### src/rtl/multicycle_control_fsm_if.sv
// Control bundle between the multicycle controller and its datapath.
// The controller takes the master view; the datapath (or a bench) takes the slave view.
interface multicycle_control_fsm_if #(
    parameter int unsigned CNT_W = 16
);
    logic             enable;
    logic [5:0]       opCode;
    logic             zero;

    logic             PCWrite;
    logic             PCWriteCond;
    logic             IorD;
    logic             MemRead;
    logic             MemWrite;
    logic             MemtoReg;
    logic             IRWrite;
    logic             ALUSrcA;
    logic             RegWrite;
    logic             RegDst;
    logic [1:0]       PCSource;
    logic [1:0]       ALUSrcB;
    logic [1:0]       ALUOp;

    logic [3:0]       state_dbg;
    logic             illegal_op;
    logic [CNT_W-1:0] instr_retired;

    modport master (
        input  enable, opCode, zero,
        output PCWrite, PCWriteCond, IorD, MemRead, MemWrite, MemtoReg,
               IRWrite, ALUSrcA, RegWrite, RegDst, PCSource, ALUSrcB, ALUOp,
               state_dbg, illegal_op, instr_retired
    );

    modport slave (
        output enable, opCode, zero,
        input  PCWrite, PCWriteCond, IorD, MemRead, MemWrite, MemtoReg,
               IRWrite, ALUSrcA, RegWrite, RegDst, PCSource, ALUSrcB, ALUOp,
               state_dbg, illegal_op, instr_retired
    );
endinterface

### src/rtl/multicycle_control_fsm.sv
// Moore control unit for the multicycle word-addressed datapath: one state per
// datapath cycle, with freeze, sticky illegal-opcode flag and retired-instruction count.
module multicycle_control_fsm #(
    parameter int unsigned CNT_W = 16
) (
    input  logic                     clk,
    input  logic                     reset,
    multicycle_control_fsm_if.master bus
);

    localparam logic [5:0] OP_RTYPE = 6'b000000;
    localparam logic [5:0] OP_LW    = 6'b100011;
    localparam logic [5:0] OP_SW    = 6'b101011;
    localparam logic [5:0] OP_BEQ   = 6'b000100;
    localparam logic [5:0] OP_J     = 6'b000010;
    localparam logic [5:0] OP_ADDI  = 6'b001000;

    typedef enum logic [3:0] {
        FETCH      = 4'd0,
        FETCH_WAIT = 4'd1,
        DECODE     = 4'd2,
        MEM_ADDR   = 4'd3,
        MEM_READ   = 4'd4,
        MEM_WB     = 4'd5,
        MEM_WRITE  = 4'd6,
        EXECUTE    = 4'd7,
        R_WB       = 4'd8,
        BRANCH     = 4'd9,
        JUMP       = 4'd10,
        ADDI_EXEC  = 4'd11,
        ADDI_WB    = 4'd12
    } state_e;

    typedef struct packed {
        logic       pc_write;
        logic       pc_write_cond;
        logic       iord;
        logic       mem_read;
        logic       mem_write;
        logic       mem_to_reg;
        logic       ir_write;
        logic       alu_src_a;
        logic       reg_write;
        logic       reg_dst;
        logic [1:0] pc_source;
        logic [1:0] alu_src_b;
        logic [1:0] alu_op;
    } ctrl_t;

    state_e           state_q, state_d;
    ctrl_t            ctrl_q, ctrl_d;
    logic             is_sw_q, is_sw_d;
    logic             illegal_q, illegal_d;
    logic [CNT_W-1:0] cnt_q, cnt_d;
    logic             go_c;
    logic             unused_zero;

    // Branch resolution uses zero inside the datapath's PC-enable logic, not here.
    assign unused_zero = bus.zero;

    // Per-state control word; memory-path states keep the MEM_ADDR ALU selects
    // so the free-running ALUOut register holds the effective address.
    function automatic ctrl_t decode(input state_e s);
        ctrl_t c;
        c = '0;
        case (s)
            FETCH: begin
                c.mem_read  = 1'b1;
                c.alu_src_b = 2'b01;
                c.pc_write  = 1'b1;
            end
            FETCH_WAIT: begin
                c.mem_read = 1'b1;
                c.ir_write = 1'b1;
            end
            DECODE: c.alu_src_b = 2'b10;
            MEM_ADDR: begin
                c.alu_src_a = 1'b1;
                c.alu_src_b = 2'b10;
            end
            MEM_READ: begin
                c.alu_src_a = 1'b1;
                c.alu_src_b = 2'b10;
                c.iord      = 1'b1;
                c.mem_read  = 1'b1;
            end
            MEM_WB: begin
                c.alu_src_a  = 1'b1;
                c.alu_src_b  = 2'b10;
                c.iord       = 1'b1;
                c.mem_to_reg = 1'b1;
                c.reg_write  = 1'b1;
            end
            MEM_WRITE: begin
                c.alu_src_a = 1'b1;
                c.alu_src_b = 2'b10;
                c.iord      = 1'b1;
                c.mem_write = 1'b1;
            end
            EXECUTE: begin
                c.alu_src_a = 1'b1;
                c.alu_op    = 2'b10;
            end
            R_WB: begin
                c.alu_src_a = 1'b1;
                c.alu_op    = 2'b10;
                c.reg_dst   = 1'b1;
                c.reg_write = 1'b1;
            end
            BRANCH: begin
                c.alu_src_a     = 1'b1;
                c.alu_op        = 2'b01;
                c.pc_source     = 2'b01;
                c.pc_write_cond = 1'b1;
            end
            JUMP: begin
                c.pc_source = 2'b10;
                c.pc_write  = 1'b1;
            end
            ADDI_EXEC: begin
                c.alu_src_a = 1'b1;
                c.alu_src_b = 2'b10;
            end
            ADDI_WB: begin
                c.alu_src_a = 1'b1;
                c.alu_src_b = 2'b10;
                c.reg_write = 1'b1;
            end
            default: c = '0;
        endcase
        return c;
    endfunction

    // Next state, sticky flag and retire count; everything holds while frozen.
    always_comb begin
        state_d   = state_q;
        is_sw_d   = is_sw_q;
        illegal_d = illegal_q;
        cnt_d     = cnt_q;
        if (bus.enable) begin
            case (state_q)
                FETCH:      state_d = FETCH_WAIT;
                FETCH_WAIT: state_d = DECODE;
                DECODE: begin
                    is_sw_d = (bus.opCode == OP_SW);
                    case (bus.opCode)
                        OP_LW, OP_SW: state_d = MEM_ADDR;
                        OP_RTYPE:     state_d = EXECUTE;
                        OP_BEQ:       state_d = BRANCH;
                        OP_J:         state_d = JUMP;
                        OP_ADDI:      state_d = ADDI_EXEC;
                        default: begin
                            state_d   = FETCH;
                            illegal_d = 1'b1;
                        end
                    endcase
                end
                MEM_ADDR:  state_d = is_sw_q ? MEM_WRITE : MEM_READ;
                MEM_READ:  state_d = MEM_WB;
                EXECUTE:   state_d = R_WB;
                ADDI_EXEC: state_d = ADDI_WB;
                MEM_WB, MEM_WRITE, R_WB, BRANCH, JUMP, ADDI_WB: begin
                    state_d = FETCH;
                    cnt_d   = cnt_q + CNT_W'(1);
                end
                default: state_d = FETCH;
            endcase
        end
    end

    assign ctrl_d = decode(state_d);

    always_ff @(posedge clk or posedge reset) begin
        if (reset) begin
            state_q   <= FETCH;
            ctrl_q    <= decode(FETCH);
            is_sw_q   <= 1'b0;
            illegal_q <= 1'b0;
            cnt_q     <= '0;
        end else begin
            state_q   <= state_d;
            ctrl_q    <= ctrl_d;
            is_sw_q   <= is_sw_d;
            illegal_q <= illegal_d;
            cnt_q     <= cnt_d;
        end
    end

    // Writes and reads are squashed immediately on freeze or reset; selects are not.
    assign go_c = bus.enable & ~reset;

    assign bus.PCWrite       = ctrl_q.pc_write      & go_c;
    assign bus.PCWriteCond   = ctrl_q.pc_write_cond & go_c;
    assign bus.MemRead       = ctrl_q.mem_read      & go_c;
    assign bus.MemWrite      = ctrl_q.mem_write     & go_c;
    assign bus.IRWrite       = ctrl_q.ir_write      & go_c;
    assign bus.RegWrite      = ctrl_q.reg_write     & go_c;
    assign bus.IorD          = ctrl_q.iord;
    assign bus.MemtoReg      = ctrl_q.mem_to_reg;
    assign bus.ALUSrcA       = ctrl_q.alu_src_a;
    assign bus.RegDst        = ctrl_q.reg_dst;
    assign bus.PCSource      = ctrl_q.pc_source;
    assign bus.ALUSrcB       = ctrl_q.alu_src_b;
    assign bus.ALUOp         = ctrl_q.alu_op;
    assign bus.state_dbg     = state_q;
    assign bus.illegal_op    = illegal_q;
    assign bus.instr_retired = cnt_q;

endmodule

### src/flat_wrapper.sv
// flat-port wrapper written by rule: the top's interface ports become plain ports
module multicycle_control_fsm_flat 
#(
    parameter int unsigned CNT_W = 16
)
  (clk, reset, bus_enable, bus_opCode, bus_zero, bus_PCWrite, bus_PCWriteCond, bus_IorD, bus_MemRead, bus_MemWrite, bus_MemtoReg, bus_IRWrite, bus_ALUSrcA, bus_RegWrite, bus_RegDst, bus_PCSource, bus_ALUSrcB, bus_ALUOp, bus_state_dbg, bus_illegal_op, bus_instr_retired);
  multicycle_control_fsm_if #(.CNT_W(CNT_W)) bus_i ();
  input  logic clk;
  input  logic reset;
  input wire logic [$bits(bus_i.enable)-1:0] bus_enable;
  input wire logic [$bits(bus_i.opCode)-1:0] bus_opCode;
  input wire logic [$bits(bus_i.zero)-1:0] bus_zero;
  output wire logic [$bits(bus_i.PCWrite)-1:0] bus_PCWrite;
  output wire logic [$bits(bus_i.PCWriteCond)-1:0] bus_PCWriteCond;
  output wire logic [$bits(bus_i.IorD)-1:0] bus_IorD;
  output wire logic [$bits(bus_i.MemRead)-1:0] bus_MemRead;
  output wire logic [$bits(bus_i.MemWrite)-1:0] bus_MemWrite;
  output wire logic [$bits(bus_i.MemtoReg)-1:0] bus_MemtoReg;
  output wire logic [$bits(bus_i.IRWrite)-1:0] bus_IRWrite;
  output wire logic [$bits(bus_i.ALUSrcA)-1:0] bus_ALUSrcA;
  output wire logic [$bits(bus_i.RegWrite)-1:0] bus_RegWrite;
  output wire logic [$bits(bus_i.RegDst)-1:0] bus_RegDst;
  output wire logic [$bits(bus_i.PCSource)-1:0] bus_PCSource;
  output wire logic [$bits(bus_i.ALUSrcB)-1:0] bus_ALUSrcB;
  output wire logic [$bits(bus_i.ALUOp)-1:0] bus_ALUOp;
  output wire logic [$bits(bus_i.state_dbg)-1:0] bus_state_dbg;
  output wire logic [$bits(bus_i.illegal_op)-1:0] bus_illegal_op;
  output wire logic [$bits(bus_i.instr_retired)-1:0] bus_instr_retired;
  assign bus_i.enable = bus_enable;
  assign bus_i.opCode = bus_opCode;
  assign bus_i.zero = bus_zero;
  assign bus_PCWrite = bus_i.PCWrite;
  assign bus_PCWriteCond = bus_i.PCWriteCond;
  assign bus_IorD = bus_i.IorD;
  assign bus_MemRead = bus_i.MemRead;
  assign bus_MemWrite = bus_i.MemWrite;
  assign bus_MemtoReg = bus_i.MemtoReg;
  assign bus_IRWrite = bus_i.IRWrite;
  assign bus_ALUSrcA = bus_i.ALUSrcA;
  assign bus_RegWrite = bus_i.RegWrite;
  assign bus_RegDst = bus_i.RegDst;
  assign bus_PCSource = bus_i.PCSource;
  assign bus_ALUSrcB = bus_i.ALUSrcB;
  assign bus_ALUOp = bus_i.ALUOp;
  assign bus_state_dbg = bus_i.state_dbg;
  assign bus_illegal_op = bus_i.illegal_op;
  assign bus_instr_retired = bus_i.instr_retired;
  multicycle_control_fsm #(.CNT_W(CNT_W)) u_core (.clk(clk), .reset(reset), .bus(bus_i));
endmodule
### config.mk
export PLATFORM = sky130hd
export DESIGN_NAME = multicycle_control_fsm_flat
export DESIGN_NICKNAME = d
export VERILOG_FILES = /design/src/rtl/multicycle_control_fsm_if.sv /design/src/rtl/multicycle_control_fsm.sv /design/src/flat_wrapper.sv
export SDC_FILE = /design/constraint.sdc
export NUM_CORES = 1
export LEC_CHECK = 0
export CAP_MARGIN = 10
export CORE_MARGIN = 3
export CORE_UTILIZATION = 49
export DETAILED_ROUTE_END_ITERATION = 10
export PLACE_DENSITY = 0.79
export RECOVER_POWER = 25
export SYNTH_ARGS = -nofsm -noshare
export SYNTH_HDL_FRONTEND = slang
export SYNTH_SLANG_ARGS = --single-unit
### constraint.sdc
create_clock -name clk -period 2.1 [get_ports clk]
set_input_delay 0.21 -clock clk [delete_from_list [all_inputs] [get_ports clk]]
set_output_delay 0.21 -clock clk [all_outputs]
set_load 0.02 [all_outputs]
==> results.py, run 1 <==
metrics = {
    "status": {
        "outcome": "finished clean",
    },
    "power_and_ir_drop": {
        "swShare_pct": 36.8,
        "ir_drop_uv": 562,
        "seq_power_share_pct": 38.9,
        "p_int_w": 0.00169,
        "p_comb_share_pct": 43.6,
        "power.switching_w": 0.000981,
        "clkPwrFrac_pct": 17.5,
        "p_leak_nw": 1.16,
        "p_per_area_mw_per_mm2": 1040,
    },
    "synth": {
        "synthesis.area_sq_mm": 0.00191,
        "synth_ff_type": "dfrtp_1",
        "ys_seq_area_share_pct": 48.8,
        "yosys_register_bits": 37,
        "synth_edf_count": 0,
        "async_flop_share_pct": 100,
        "avgSynthCellArea_sq_um": 10.7,
        "yosys_warnings": 0,
        "syn_nets": 190,
        "netlist_instances": 179,
        "synth_cell_types": 55,
    },
    "final_layout": {
        "drive_above_1_share_pct": 17.7,
        "diodes": 0,
        "design_area_sq_mm": 0.00256,
        "area_delta_synth_final_pct": 34.5,
        "nNetsFinal": 253,
        "fillers": 305,
    },
    "route": {
        "dr.pass1.iters": 4,
        "totalWireLength_mm": 4.04,
        "drcViolationCount": 0,
        "drt-wirelength-per-cell_um": 13.9,
        "vias_per_cell": 5.37,
        "vias": 1562,
        "ant_nets": 0,
        "drtIter0Drc": 40,
    },
    "critical_path": {
        "setup.worst_path.end_class": "primary output",
        "crit_chain": "clkdlybuf4s50_1 > inv_1 > and3_1 > clkdlybuf4s50_1",
        "startpoint_type": "input pin",
        "worst-setup-path-type": "in2out",
        "path_delay_family": "buffers and inverters",
        "cp.arrival_ps": 1770,
        "critical-path-slowest-cell": "clkdlybuf4s50_1",
        "path_buf_inv": 3,
        "cp_max_fo": 13,
        "cpPeakStageDelay_ps": 600,
        "crit_required_ps": 1890,
        "cpMostUsedCell": "clkdlybuf4s50_1",
    },
    "timing": {
        "slew_violations": 0,
        "finClkSkew_ps": 5.30,
        "min_period_ps": 1980,
        "worst_slew_margin_rel_pct": 52.6,
        "setup-violations-final": 0,
        "final.setup.tns_ps": 0,
        "rsz0062_at_grt": "no",
        "finalCritPeriodShare_pct": 94.2,
        "max_freq_ghz": 0.506,
        "hold_violations": 0,
        "worst_slew_pin_slew_ps": 712,
    },
    "placement": {
        "portBuffers": 45,
        "gp_congestion": 0.806,
        "dpl.hpwl_mm": 3.08,
        "place_area_sq_mm": 0.00250,
    },
    "clock_network": {
        "post_cts.repair.setup_buffers": 0,
        "cts_tree": "yes",
        "hold_buffers": 0,
        "cts_buffers": 5,
        "cts.htree.levels": 2,
        "clock-sinks": 37,
        "cts_max_path_buffers": 2,
        "clock-root-buffer": "clkbuf_8",
        "cts_resized": 0,
        "clkSlewWorstSetupHoldPaths_ps": 70,
        "clk-insertion-delay-late_ps": 290,
    },
    "global_routing": {
        "grt_pass1_wl_mm": 6.53,
        "grt_max_degree": 15,
        "antenna_found_initial": 0,
        "track_usage_pct": 19.0,
        "grt_pass1_vias": 1461,
        "grt_overflow": 0,
    },
    "die": {
        "fp.dieH_um": 68.4,
        "pin_count": 47,
        "start_util_pct": 51.3,
        "coreArea_sq_mm": 0.00372,
        "chipWidth_um": 68.4,
        "die_area_sq_mm": 0.00468,
        "rows": 22,
    },
    "flow_run": {
        "maxCapViolCount": 0,
    },
    "worst_hold_path": {
        "hp-class": "in2async",
    },
}
==> synthesized netlist by cell type, types with 2 or more instances <==
library cell	n	area (sq um)
dfrtp_1	34	851
nor2_1	14	52.6
and3_1	10	62.6
nand2_1	10	37.5
xor2_1	9	78.8
nand3_1	8	40.0
xnor2_1	8	70.1
buf_4	7	52.6
o21ai_0	7	35.0
inv_1	6	22.5
nor3_1	6	30.0
a21oi_1	5	25.0
and4_1	5	43.8
dfstp_2	3	78.8
a211oi_1	2	15.0
buf_6	2	22.5
mux2_2	2	22.5
nor2b_1	2	12.5
nor3b_1	2	15.0
o22ai_1	2	12.5
==> logic make-up (layout without fill, tap and decap cells) <==
kind of cell / after synthesis / after routing / share of synthesized area [%]
flops: 37 / 37 / 48.8
mux: 3 / 3 / 1.71
compound gates: 33 / 33 / 13.2
simple gates: 69 / 69 / 21.2
buf+inv: 19 / 83 / 6.69
fa+ha+maj: 1 / 1 / 0.656
xor+xnor: 17 / 17 / 7.81
==> metal layers <==
metal	vias up	part of all wire, %	track usage [%]
met5	-	0	0
met4	0	1.7	8.19
met3	7	7.2	5.25
met2	48	49	30.0
met1	746	42	24.1
li1	761	-	-
==> power groups by stage <==
stage | sequential, W | combinational, W | clock (W)
after floorplan | 0.00108 | 0.000674 | 0
after global placement | 0.00105 | 0.00115 | 0
after detailed placement | 0.00105 | 0.00117 | 0
after CTS | 0.00104 | 0.00118 | 0.000483
after global routing | 0.00107 | 0.00127 | 0.000512
final | 0.00104 | 0.00116 | 0.000468
==> registers in the layout, summed over array words and instances, names as in the netlist <==
signal,cells
u_core.bus.ALUOp,2
u_core.bus.instr_retired,16
u_core.bus.RegDst,1
u_core.is_sw_q,1
u_core.bus.ALUSrcB,2
u_core.bus.MemtoReg,1
u_core.ctrl_q,6
u_core.bus.illegal_op,1
u_core.bus.ALUSrcA,1
u_core.bus.IorD,1
u_core.bus.state_dbg,4
u_core.bus.PCSource,1
==> cells in the final DEF, fill, tap and decap left out, types with 2 or more instances in the layout <==
cell	instances
a21oi_1	5
buf_4	17
a211oi_1	2
nor3b_1	2
clkbuf_1	6
xor2_1	9
xnor2_1	8
o21ai_0	7
dfrtp_1	34
clkdlybuf4s50_1	45
clkinv_2	2
nor2_1	14
nand2_1	10
nor2b_1	2
and4_1	5
and3_1	10
o22ai_1	2
inv_1	6
mux2_2	2
clkbuf_8	5
dfstp_2	3
nand3_1	8
nor3_1	6
==> stage by stage <==
stage | instances | utilization (%) | total power [W] | hold slack, ps | setup slack [ps]
floorplan | 179 | - | 0.00176 | 366 | 206
global placement | 283 | 67.3 | 0.00220 | 462 | -105
detailed placement | 283 | 67.3 | 0.00222 | 468 | -142
CTS | 291 | 69.5 | 0.00270 | 230 | 92.9
global route | 291 | 69.0 | 0.00285 | 231 | 8.15
finish | 291 | 69.0 | 0.00267 | 229 | 122
==> final timing paths <==
kind,from,to,slack (ps),cells after the start
max in group asynchronous,reset,u_core.bus.instr_retired[11],910,3
worst min register to register,u_core.bus.illegal_op,u_core.bus.illegal_op,470,1
worst max-delay path,reset,bus_RegWrite,120,4
worst min-delay path,reset,u_core.bus.ALUSrcB[1],230,2
worst max register to register,u_core.bus.state_dbg[3],u_core.bus.instr_retired[12],120,5
min in group clk,u_core.bus.illegal_op,u_core.bus.illegal_op,470,1
==> worst register-to-register path, stage by stage, from the launching register on <==
cell,delay (ps)
dfrtp_1,630
inv_1,120
o2bb2ai_1,180
or4_1,600
nand2b_1,210
xnor2_1,120
==> cell type report <==
| type | count | area (sq um) | area share, % |
|---|---|---|---|
| timing repair buffer | 68 | 617 | 24.0 |
| multi-input combinational | 123 | 850 | 33.1 |
| clock inverter | 2 | 10.0 | 0.390 |
| inverter | 7 | 26.3 | 1.02 |
| tap | 48 | 60.1 | 2.34 |
| clock buffer | 6 | 72.6 | 2.83 |
| sequential | 37 | 930 | 36.2 |
No activity file was read; power rests on OpenSTA's default activity.
==> run 2, diff against run 1 <==
--- a/config.mk
+++ b/config.mk
@@ -6,6 +6,7 @@
 export NUM_CORES = 1
 export LEC_CHECK = 0
 export CAP_MARGIN = 10
+export CORE_ASPECT_RATIO = 0.5
 export CORE_MARGIN = 3
 export CORE_UTILIZATION = 49
 export DETAILED_ROUTE_END_ITERATION = 10
==> results.py, run 2 (synthesis results as in run 1) <==
metrics = {
    "power_and_ir_drop": {
        "p_per_area_mw_per_mm2": 1040,
        "total_power_w": 0.00270,
        "ir_drop_uv": 659,
        "p_leak_nw": 1.18,
    },
    "die": {
        "coreArea_sq_mm": 0.00358,
        "die_area_sq_mm": 0.00472,
        "pin_count": 47,
        "rows": 15,
        "start_util_pct": 53.2,
        "fp.dieH_um": 50.1,
        "chipWidth_um": 94.2,
    },
    "route": {
        "vias_per_cell": 5.36,
        "ant_nets": 0,
        "drcViolationCount": 0,
        "drtIter0Drc": 129,
        "vias": 1593,
        "totalWireLength_mm": 4.26,
        "dr.pass1.iters": 4,
        "drt-wirelength-per-cell_um": 14.3,
    },
    "timing": {
        "worst_slew_margin_rel_pct": 45.4,
        "finalCritPeriodShare_pct": 94.0,
        "slew_violations": 0,
        "rsz0062_at_grt": "no",
        "final.setup.tns_ps": 0,
        "holdWs_ps": 379,
        "max_freq_ghz": 0.507,
        "worst_slew_pin_slew_ps": 820,
        "finClkSkew_ps": 6.47,
        "min_period_ps": 1970,
        "hold_violations": 0,
        "setup-violations-final": 0,
    },
    "clock_network": {
        "cts_max_path_buffers": 2,
        "cts.htree.levels": 2,
        "post_cts.repair.setup_buffers": 0,
        "clock-sinks": 37,
        "clk-insertion-delay-late_ps": 290,
        "cts_tree": "yes",
        "clock-root-buffer": "clkbuf_8",
        "cts_buffers": 5,
        "clkSlewWorstSetupHoldPaths_ps": 70,
        "hold_buffers": 0,
    },
    "final_layout": {
        "design_area_sq_mm": 0.00259,
        "layout_common_cells": "43 x clkdlybuf4s50_1, 33 x dfrtp_1, 23 x buf_4",
        "drive_above_1_share_pct": 20.3,
        "nNetsFinal": 256,
        "diodes": 0,
        "fin_cells": 297,
        "register_area_sq_um": 931,
        "area_delta_synth_final_pct": 35.9,
        "multi_input_area_sq_um": 851,
        "final_common_cell": "clkdlybuf4s50_1",
        "largest_reg_flops": 16,
        "fillers": 267,
    },
    "global_routing": {
        "track_usage_pct": 20.0,
        "grt_overflow": 0,
        "antenna_found_initial": 0,
        "grt_max_degree": 17,
        "grt_pass1_vias": 1509,
        "grt_pass1_wl_mm": 7.27,
    },
    "critical_path": {
        "worstRegToRegCells": 5,
        "crit_required_ps": 1890,
        "r2r_start": "u_core.bus.state_dbg[2]",
        "setup.worst_path.end_class": "primary output",
        "cp.arrival_ps": 1760,
        "worst-setup-path-type": "in2out",
        "rr_endpoint": "u_core.bus.instr_retired[12]",
        "startpoint_type": "input pin",
        "reg2reg_slack_ps": 150,
        "cp_max_fo": 9,
    },
    "placement": {
        "place_area_sq_mm": 0.00251,
        "portBuffers": 45,
        "gp_congestion": 0.951,
        "dpl.hpwl_mm": 3.22,
        "placedCellCount": 289,
    },
    "worst_hold_path": {
        "holdPathEnd": "u_core.is_sw_q",
        "holdPathStages": 3,
        "hp-class": "in2reg",
        "holdCritStartpoint": "bus_opCode[3]",
    },
    "flow_run": {
        "maxCapViolCount": 0,
    },
    "status": {
        "outcome": "finished clean",
    },
}
## run 2: cell count changes in the layout (fill, tap and decap cells not counted)
cell             previous run  this run
buf_4                      17        23
buf_12                      1         0
a32o_1                      1         0
dfrtp_1                    34        33
dlymetal6s2s_1              0         1
dfrtp_2                     0         1
dlygate4sd3_1               0         1
a32o_2                      0         1
clkdlybuf4s50_1            45        43
clkbuf_1                    6         4
## run 2: stage by stage
| step | utilization (%) | worst slack (ps) |
|---|---|---|
| 2_1_floorplan | - | 206 |
| 3_3_place_gp | 70.2 | -190 |
| 3_5_place_dp | 70.2 | -258 |
| 4_1_cts | 72.5 | 36.4 |
| 5_1_grt | 72.3 | 2.55 |
| 6_report | 72.3 | 127 |
## run 2: per-layer routing
| layer | vias up | share of wire (%) | global-route usage [%] |
|---|---|---|---|
| met5 | - | 0 | 0 |
| met4 | 0 | 0.94 | 6.47 |
| met3 | 5 | 4.9 | 5.18 |
| met2 | 38 | 47 | 30.4 |
| met1 | 781 | 47 | 27.8 |
| li1 | 769 | - | - |
## run 2: final cells by class
type / count / area share, %
clock buffer: 6 / 2.80
timing repair buffer: 71 / 24.6
sequential: 37 / 35.9
multi-input combinational: 123 / 32.8
tap: 51 / 2.46
inverter: 7 / 1.01
clock inverter: 2 / 0.386
## run 2: power breakdown
part	internal, W	switching (W)
registers	0.000880	0.000146
clock network	0.000230	0.000241
logic	0.000589	0.000619
## run 2: worst max-delay path by stage
| stage | start | to | slack [ps] |
|---|---|---|---|
| after detailed placement | bus_opCode[3] | u_core.bus.ALUSrcA | -260 |
| after global placement | bus_opCode[3] | u_core.bus.ALUSrcA | -190 |
| final | reset | bus_RegWrite | 130 |
| after CTS | bus_opCode[3] | u_core.bus.ALUSrcA | 40 |
| after floorplan | u_core.bus.state_dbg[2] | u_core.bus.ALUOp[1] | 210 |
| after global routing | bus_opCode[1] | u_core.bus.ALUOp[1] | 3 |
## run 2: worst max-delay path, cell delays in order
cell and delay (ps):
dlygate4sd3_1 530, inv_1 200, and3_1 210, clkdlybuf4s50_1 610
## run 2: timing repair
item | CTS | global route
gates resized for setup | 0 | 3
setup endpoints to repair | 0 | 7
endpoints found under the hold margin | 0 | 0
==> run 3, diff against run 2 <==
--- a/config.mk
+++ b/config.mk
@@ -10,6 +10,7 @@
 export CORE_MARGIN = 3
 export CORE_UTILIZATION = 49
 export DETAILED_ROUTE_END_ITERATION = 10
+export GPL_TIMING_DRIVEN = 0
 export PLACE_DENSITY = 0.79
 export RECOVER_POWER = 25
 export SYNTH_ARGS = -nofsm -noshare
==> results.py, run 3 (synthesis results as in run 1) <==
metrics = {
    "power_and_ir_drop": {
        "p_int_w": 0.00183,
        "p_per_area_mw_per_mm2": 1100,
        "p_leak_nw": 1.19,
        "clkPwrFrac_pct": 22.6,
        "ir_drop_uv": 690,
        "seq_power_share_pct": 34.5,
        "swShare_pct": 35.6,
        "p_comb_share_pct": 42.9,
        "power.switching_w": 0.00101,
    },
    "critical_path": {
        "crit_required_ps": 2310,
        "worstRegToRegCells": 7,
        "setup.worst_path.end_class": "flip-flop",
        "r2r_start": "u_core.bus.state_dbg[2]",
        "cp.arrival_ps": 2240,
        "rr_endpoint": "u_core.ctrl_q[15]",
        "startpoint_type": "input pin",
        "reg2reg_slack_ps": 90,
        "worst-setup-path-type": "in2reg",
        "cp_max_fo": 8,
    },
    "timing": {
        "final.setup.tns_ps": 0,
        "holdWs_ps": 229,
        "setup-violations-final": 0,
        "finalCritPeriodShare_pct": 96.6,
        "worst_slew_margin_rel_pct": 68.2,
        "rsz0062_at_grt": "yes",
        "slew_violations": 0,
        "min_period_ps": 2030,
        "hold_violations": 0,
        "finClkSkew_ps": 5.96,
        "max_freq_ghz": 0.493,
        "worst_slew_pin_slew_ps": 475,
        "timing.final.ws_setup_ps": 70.9,
    },
    "placement": {
        "portBuffers": 44,
        "gp_congestion": 0.937,
        "dpl.hpwl_mm": 2.82,
        "dpl_worst_slack_ps": -278,
    },
    "global_routing": {
        "grt_max_degree": 44,
        "grt_overflow": 0,
        "grt_pass1_wl_mm": 6.72,
        "grt_pass1_vias": 1389,
        "antenna_found_initial": 0,
        "track_usage_pct": 18.4,
    },
    "clock_network": {
        "cts_tree": "yes",
        "clkSlewWorstSetupHoldPaths_ps": 70,
        "clk-insertion-delay-late_ps": 290,
        "cts_max_path_buffers": 2,
        "cts_buffers": 5,
        "hold_buffers": 0,
        "clock-sinks": 37,
        "cts.htree.levels": 2,
        "clock-root-buffer": "clkbuf_8",
    },
    "route": {
        "totalWireLength_mm": 4.13,
        "vias": 1527,
        "vias_per_cell": 5.36,
        "drt-wirelength-per-cell_um": 14.5,
        "drtIter0Drc": 56,
        "ant_nets": 0,
        "drcViolationCount": 0,
        "dr.pass1.iters": 4,
    },
    "die": {
        "start_util_pct": 53.2,
        "rows": 15,
        "pin_count": 47,
        "die_area_sq_mm": 0.00472,
        "fp.dieH_um": 50.1,
        "chipWidth_um": 94.2,
        "coreArea_sq_mm": 0.00358,
    },
    "final_layout": {
        "diodes": 0,
        "final_common_cell": "clkdlybuf4s50_1",
        "layout_common_cells": "41 x clkdlybuf4s50_1, 34 x dfrtp_1, 14 x nor2_1",
        "fillers": 254,
        "finish.utilization_pct": 72.5,
        "drive_above_1_share_pct": 19.7,
        "largest_reg_flops": 16,
        "nNetsFinal": 244,
        "area_delta_synth_final_pct": 36.4,
    },
    "worst_hold_path": {
        "hp-class": "in2reg",
        "holdPathStages": 3,
        "holdCritStartpoint": "bus_opCode[3]",
        "holdPathEnd": "u_core.is_sw_q",
    },
    "status": {
        "outcome": "finished clean",
    },
    "flow_run": {
        "maxCapViolCount": 0,
    },
}
[run 3: cell count changes in the layout (fill, tap and decap cells not counted), moves of 2 or more]
cell | before | now
clkdlybuf4s50_1 | 43 | 41
bufinv_16 | 0 | 2
buf_4 | 23 | 10
dlymetal6s2s_1 | 1 | 3
buf_6 | 0 | 2
clkbuf_1 | 4 | 0
clkinv_2 | 2 | 0
clkbuf_8 | 5 | 7
[run 3: power groups by stage]
stage,logic [W],clock network [W],registers (W)
after floorplan,0.000674,0,0.00108
after global placement,0.00114,0,0.000990
after detailed placement,0.00116,0,0.000996
after CTS,0.00117,0.000658,0.000983
after global routing,0.00132,0.000693,0.00100
final,0.00122,0.000643,0.000984
[run 3: worst max-delay path: stages]
cell and delay [ps]:
clkdlybuf4s50_1 540, a2111o_1 350, a2111oi_2 360, a221o_2 270, mux2_2 340, a21oi_1 170
[run 3: worst max-delay path by stage]
stage / from / to / cells past startpoint
after floorplan: u_core.bus.state_dbg[2] / u_core.bus.ALUOp[1] / 6
after global placement: reset / bus_RegWrite / 4
after detailed placement: reset / bus_MemRead / 4
after CTS: bus_opCode[2] / u_core.bus.ALUSrcA / 6
after global routing: bus_opCode[1] / u_core.bus.ALUSrcA / 7
final: bus_opCode[1] / u_core.bus.ALUSrcA / 6
[run 3: cell type report]
type                    count  area [sq um]  area share, %
plain buffers              12           101           3.90
inverters                   7          52.6           2.02
flip-flops and latches     37           930           35.8
clock buffers               6          82.6           3.18
multi-input cells         123           862           33.2
well taps                  51          63.8           2.45
repair buffers             47           470           18.1
clock inverters             2          37.5           1.44
[run 3: layer usage]
| layer | vias to the layer above | GRT usage (%) | wire, um |
|---|---|---|---|
| met5 | - | 0 | 0 |
| met4 | 0 | 6.71 | 43 |
| met3 | 5 | 5.03 | 216 |
| met2 | 44 | 29.2 | 1980 |
| met1 | 734 | 24.1 | 1890 |
| li1 | 744 | - | - |
[run 3: metrics by stage]
step	cells	power [W]	instance area [sq um]
floorplan	179	0.00176	1910
detailed placement	274	0.00216	2410
global route	285	0.00301	2600
global placement	274	0.00213	2410
CTS	282	0.00281	2540
finish	285	0.00285	2600
[run 3: repair_timing]
| action | CTS | global route |
|---|---|---|
| buffers inserted | 0 | 3 |
| pin swaps | 0 | 2 |
| cloned | 0 | 0 |
| resized for setup | 2 | 13 |
| endpoints found under the setup margin | 6 | 18 |
